### src/rtl/div_issue_ctrl_pkg.sv
// div_issue_ctrl_pkg: operation and controller-state types shared by the
// divide issue controller and anything that talks to it.
package types;
   typedef enum logic [1:0] {DIV = 2'd0, DIVU = 2'd1, REM = 2'd2, REMU = 2'd3} div_op_t;
   typedef enum logic [1:0] {IDLE, LAUNCH, WAIT, DRAIN} ctrl_state_t;
   function automatic logic is_signed(input div_op_t op);
      return op == DIV || op == REM;
   endfunction
   function automatic logic is_rem(input div_op_t op);
      return op[1];
   endfunction
endpackage

### src/rtl/div_issue_ctrl.sv
// div_issue_ctrl: issues RV32M divides to an external multi-cycle Divider,
// short-circuits divide-by-zero and repeated operands from a one-entry cache.
module div_issue_ctrl
   import types::*;
(
   input  logic        clk,
   input  logic        rst_n,
   input  logic        req_valid,
   input  div_op_t     req_op,
   input  logic [31:0] rs1_val,
   input  logic [31:0] rs2_val,
   input  logic [4:0]  req_rd,
   input  logic        flush,
   output logic        div_en,
   output logic [31:0] dividend,
   output logic [31:0] divisor,
   output logic        signed_en,
   input  logic [31:0] quotient,
   input  logic [31:0] remainder,
   input  logic        resp,
   output logic        stall,
   output logic        wb_valid,
   output logic [31:0] wb_data,
   output logic [4:0]  wb_rd
);
   ctrl_state_t state, state_nx;
   div_op_t     op_q;
   logic [4:0]  rd_q;
   logic [31:0] a_q, b_q;
   logic        sgn_q;
   logic        c_valid, c_sgn;
   logic [31:0] c_a, c_b, c_q, c_r;
   logic        take, hit, zero_path, hit_path, accept, fill;

   assign take      = rst_n && state == IDLE && req_valid && !flush;
   assign hit       = c_valid && rs1_val == c_a && rs2_val == c_b && is_signed(req_op) == c_sgn;
   assign zero_path = take && rs2_val == '0;
   assign hit_path  = take && rs2_val != '0 && hit;
   assign accept    = take && rs2_val != '0 && !hit;
   assign fill      = rst_n && resp && (state == WAIT || state == DRAIN);
   assign dividend  = a_q;
   assign divisor   = b_q;
   assign signed_en = sgn_q;

   always_comb begin
      state_nx = state;
      div_en   = 1'b0;
      stall    = 1'b0;
      wb_valid = 1'b0;
      wb_data  = '0;
      wb_rd    = rd_q;
      case (state)
         IDLE: begin
            if (zero_path) begin
               wb_valid = 1'b1;
               wb_data  = is_rem(req_op) ? rs1_val : '1;
               wb_rd    = req_rd;
            end else if (hit_path) begin
               wb_valid = 1'b1;
               wb_data  = is_rem(req_op) ? c_r : c_q;
               wb_rd    = req_rd;
            end else if (accept) begin
               stall    = 1'b1;
               state_nx = LAUNCH;
            end
         end
         LAUNCH: begin
            div_en   = 1'b1;
            stall    = 1'b1;
            state_nx = flush ? DRAIN : WAIT;
         end
         WAIT: begin
            if (resp) begin
               wb_valid = !flush;
               wb_data  = is_rem(op_q) ? remainder : quotient;
               state_nx = IDLE;
            end else begin
               stall    = 1'b1;
               state_nx = flush ? DRAIN : WAIT;
            end
         end
         DRAIN: begin
            stall    = req_valid;
            state_nx = resp ? IDLE : DRAIN;
         end
      endcase
      // outputs must drop the moment reset asserts, not at the next edge
      if (!rst_n) begin
         div_en   = 1'b0;
         stall    = 1'b0;
         wb_valid = 1'b0;
      end
   end

   always_ff @(posedge clk or negedge rst_n) begin
      if (!rst_n) begin
         state   <= IDLE;
         op_q    <= DIV;
         rd_q    <= '0;
         a_q     <= '0;
         b_q     <= '0;
         sgn_q   <= 1'b0;
         c_valid <= 1'b0;
         c_sgn   <= 1'b0;
         c_a     <= '0;
         c_b     <= '0;
         c_q     <= '0;
         c_r     <= '0;
      end else begin
         state <= state_nx;
         if (accept) begin
            op_q  <= req_op;
            rd_q  <= req_rd;
            a_q   <= rs1_val;
            b_q   <= rs2_val;
            sgn_q <= is_signed(req_op);
         end
         if (fill) begin
            c_valid <= 1'b1;
            c_a     <= a_q;
            c_b     <= b_q;
            c_sgn   <= sgn_q;
            c_q     <= quotient;
            c_r     <= remainder;
         end
      end
   end
endmodule

### config.mk
export PLATFORM = sky130hd
export DESIGN_NAME = div_issue_ctrl
export DESIGN_NICKNAME = d
export VERILOG_FILES = /design/src/rtl/div_issue_ctrl_pkg.sv /design/src/rtl/div_issue_ctrl.sv
export SDC_FILE = /design/constraint.sdc
export NUM_CORES = 1
export LEC_CHECK = 0
export ABC_CLOCK_PERIOD_IN_PS = 3800
export CAP_MARGIN = 0
export CORE_ASPECT_RATIO = 1.25
export CORE_MARGIN = 4
export CORE_UTILIZATION = 40
export DETAILED_ROUTE_END_ITERATION = 10
export GPL_ROUTABILITY_DRIVEN = 0
export HOLD_SLACK_MARGIN = 0.03
export MAX_ROUTING_LAYER = met4
export PLACE_DENSITY = 0.66
export SYNTH_ARGS = -nofsm -noshare
export SYNTH_HDL_FRONTEND = slang
export SYNTH_SLANG_ARGS = --single-unit
### constraint.sdc
create_clock -name clk -period 3.8 [get_ports clk]
set_input_delay 0.76 -clock clk [delete_from_list [all_inputs] [get_ports clk]]
set_output_delay 0.76 -clock clk [all_outputs]
set_load 0.01 [all_outputs]
==> impl_results.md <==
* Largest net degree at the start of global routing at 74
* Placed cells at roughly 1,500
* Crit path launch: rs1_val[17]
* Worst Path Required at 3.04 ns
* Core area at between 20,000 and 30,000 sq um
* Crit path arrival time at ~3.1 ns
* Hold WC Path Type: input pin to async pin
* Largest stage delay, worst path at between 0.5 and 0.6 ns
* P&R area growth vs syn at 47.6%
* Num CTS Buffers at 22
* Mean post-synth cell area at 11.6 sq um
* Vert. Die Dim at between 150 and 200 microns
* Slew headroom at a little over a third
* Iter 0 DRT Violations at around 320
* Syn Inst Count at approximately 900
* Int Pwr at about 7 mW
* Largest family of logic cells by synthesized area: multiplexers
* Ys async rst share at 100%
* CTS tree: yes
* Final hold viol count at 0
* Sequential area share after synthesis at just under 50%
* Ports at roughly 250
* GRT Residual Overflow at 0
* Clock sink count at 203
* Synthesized area at roughly 11,000 sq um
* Worst path cell trace: dlygate4sd2_1 > xor2_1 > nor4_1 > buf_4 > nand2_1 > or4_4 > nor3_4 > buf_6 > buf_12 > buf_8 > o311a_1 > buf_2
* Critical path capture point type: primary output
* Tcrit/Tclk final at 102%
* Slew Viols, Final at 0
* DRC viols at 0
* # H-tree levels at 1
* Area of the multi-input gates at about 5700 sq um
* Worst-path clk slew at ~0.07 ns
* Post-synth EDFFs at 0
* Commonest non-fill, non-tap cell in the layout: dfrtp_1
* Post-synthesis cell type count at 40
* Fmax at 0.257 GHz
* Gate power share at 38.2%
* Avg WL per Cell at around 22 microns
* Lkg Pwr at 6.94 nW
* Crit path max fanout at 5
* Antenna violations before repair at 3
* Syn_nets at approximately 1,100
* HPWL Detailed at ~24 mm
* Initial core utilization at approximately two fifths
* Count of input and output buffers at between 200 and 250
* Final WS setup at -0.0864 ns
* Flop pwr share at 39.2%
* Ys Warns at 0
* Failing checks: setup timing
* VDD IR max at about 0.00035 V
* Gr usage total at about a quarter
* FF+latch area at roughly 5100 sq um
* RSZ-0062 raised after global routing: yes
* Via count at slightly below 9,000
* Mux share of post-synthesis cell area at between 20 and 25%
* Compound-Gate Fraction of Synth Area at about an eighth
* PD cells at 664 nW/um^2
* Final net count at approximately 1,400
* Psw at roughly 3.3 mW
* Final non-filler cell total at 1,596
* Synth Flop Type: dfrtp_1
* Crit path time final at about 3.9 ns
* Final Util at approximately three fifths
* Max Cap Viol at 0
* Clock buffer depth at 3
* Critical path type: input pin to primary output
* Clock network latency to the later pin of the worst-skew pair at ~0.5 ns
* Vias in the first global route at about 9,000
* Overall Power at around 10 mW
* Setup-failing EPs final at 37
* Clock power frac at a little under a quarter
* Detailed Routing Iterations Pass 1 at 6
* Status: complete, but fails checks
* Rows at 66
* Crit path launch type: input pin
* Synth Area in Adders at 0%
* Share of cells above drive strength 1 at 34.0%
* Switching portion of total power at 32.4%
* Commonest non-fill, non-tap cells in the layout: dfrtp_1 (202), clkdlybuf4s50_1 (139), mux2_2 (131)
* Die Footprint at 29,000 sq um
* Total wire length at 34.7 mm
* Crit-path leading delay family: simple AND/OR/NAND/NOR gates
* Vias per cell at around 5.5
* Worst slew pin tran at 0.964 ns
* Chip Width at roughly 150 microns
* Fill count at 2,179
* Simple-gate share of the synthesized area at about 8.5%
* #FFs+latches synth at 203
* First-pass GRT wire length at approximately 53 mm
* CTS Hold Buffers Added at 0
* Clock skew after layout at roughly 0.011 ns
* CP max stage cell: or4_4
* Clk root buf: clkbuf_16
* CP bufs+invs at 6
* XOR/XNOR Fraction of Synth Area at under 10%
* Reg2reg start: c_b[15]
* Post-DRT Antenna Nets at 0
[worst paths after layout]
kind	to	slack, ns	cells past startpoint
worst max-delay path	wb_valid	-0.09	12
worst max register to register	divisor[24]	0.43	10
min in group clk	c_valid	0.46	1
worst min register to register	c_valid	0.46	1
max in group asynchronous	c_a[10]	1.78	3
worst min-delay path	state[1]	0.06	1
[metrics by stage]
| step | hold WS (ns) | cell area, sq um | TNS (ns) | setup WS [ns] |
|---|---|---|---|---|
| finish | 0.0617 | 15500 | -1.73 | -0.0864 |
| floorplan | 0.427 | 10500 | 0 | 0.138 |
| global placement | 0.446 | 14000 | -83.41 | -1.10 |
| global route | 0.0516 | 15500 | -5.76 | -0.195 |
| detailed placement | 0.446 | 14000 | -83.14 | -1.06 |
| CTS | 0.0466 | 15500 | -4.43 | -0.190 |
[metal layers]
metal  routed length, microns  vias up  GRT usage, %  share of wire (%)
met4                      905        0          6.38                2.6
li1                         -     4040             -                  -
met1                    14700     4389          31.0                 42
met2                    17000      265          39.0                 49
met5                        0        -             -                  0
met3                     2060       51          3.86                5.9
[registers in the layout (all words and copies together) (netlist names), 2 cells and up]
signal,count
c_q,32
c_a,32
divisor,32
c_b,32
rd_q,5
state,2
dividend,32
c_r,32
[power groups by stage]
| stage | clock, mW | sequential, mW | combinational (mW) |
|---|---|---|---|
| floorplan | 0 | 3.94 | 1.99 |
| global placement | 0 | 3.97 | 3.73 |
| detailed placement | 0 | 4.02 | 3.80 |
| CTS | 2.37 | 4.03 | 3.93 |
| global route | 2.47 | 4.20 | 4.26 |
| finish | 2.34 | 4.04 | 3.94 |
[cell usage after synthesis, types with 12 or more instances]
| cell type | count | area [sq um] |
|---|---|---|
| o21ai_0 | 65 | 325 |
| dfrtp_1 | 203 | 5080 |
| a31oi_1 | 32 | 200 |
| mux2_1 | 67 | 754 |
| nand2_1 | 17 | 63.8 |
| nor2b_1 | 28 | 175 |
| nand2b_1 | 16 | 100 |
| nor4_1 | 18 | 113 |
| a211oi_1 | 31 | 233 |
| xor2_1 | 27 | 236 |
| nand3_1 | 35 | 175 |
| mux2i_1 | 34 | 340 |
| mux2_2 | 131 | 1480 |
| o22a_1 | 31 | 272 |
| nor2_1 | 37 | 139 |
| inv_1 | 12 | 45.0 |
| clkbuf_1 | 54 | 203 |
[layout make-up]
class | instances | area share [%]
well taps | 340 | 2.74
clock inverters | 8 | 0.933
multi-input cells | 627 | 36.6
flip-flops and latches | 203 | 32.7
diodes | 3 | 0.0483
inverters | 12 | 0.290
clock buffers | 30 | 4.13
repair buffers | 373 | 22.6
[logic make-up after synthesis]
| kind of cell | count (synthesis) |
|---|---|
| and+or+nand+nor | 170 |
| muxes | 232 |
| AOI/OAI and AO/OA | 190 |
| DFF | 203 |
| buffers and inverters | 81 |
| xor gates and xnor gates | 35 |
[repair_timing]
item	in CTS	in global routing
resized for setup	334	66
endpoints found under the setup margin	100	39
cloned	7	0
pin swaps	56	26
endpoints found under the hold margin	0	0
buffers inserted	21	3
Note: power is estimated with default switching activity, not from simulation.
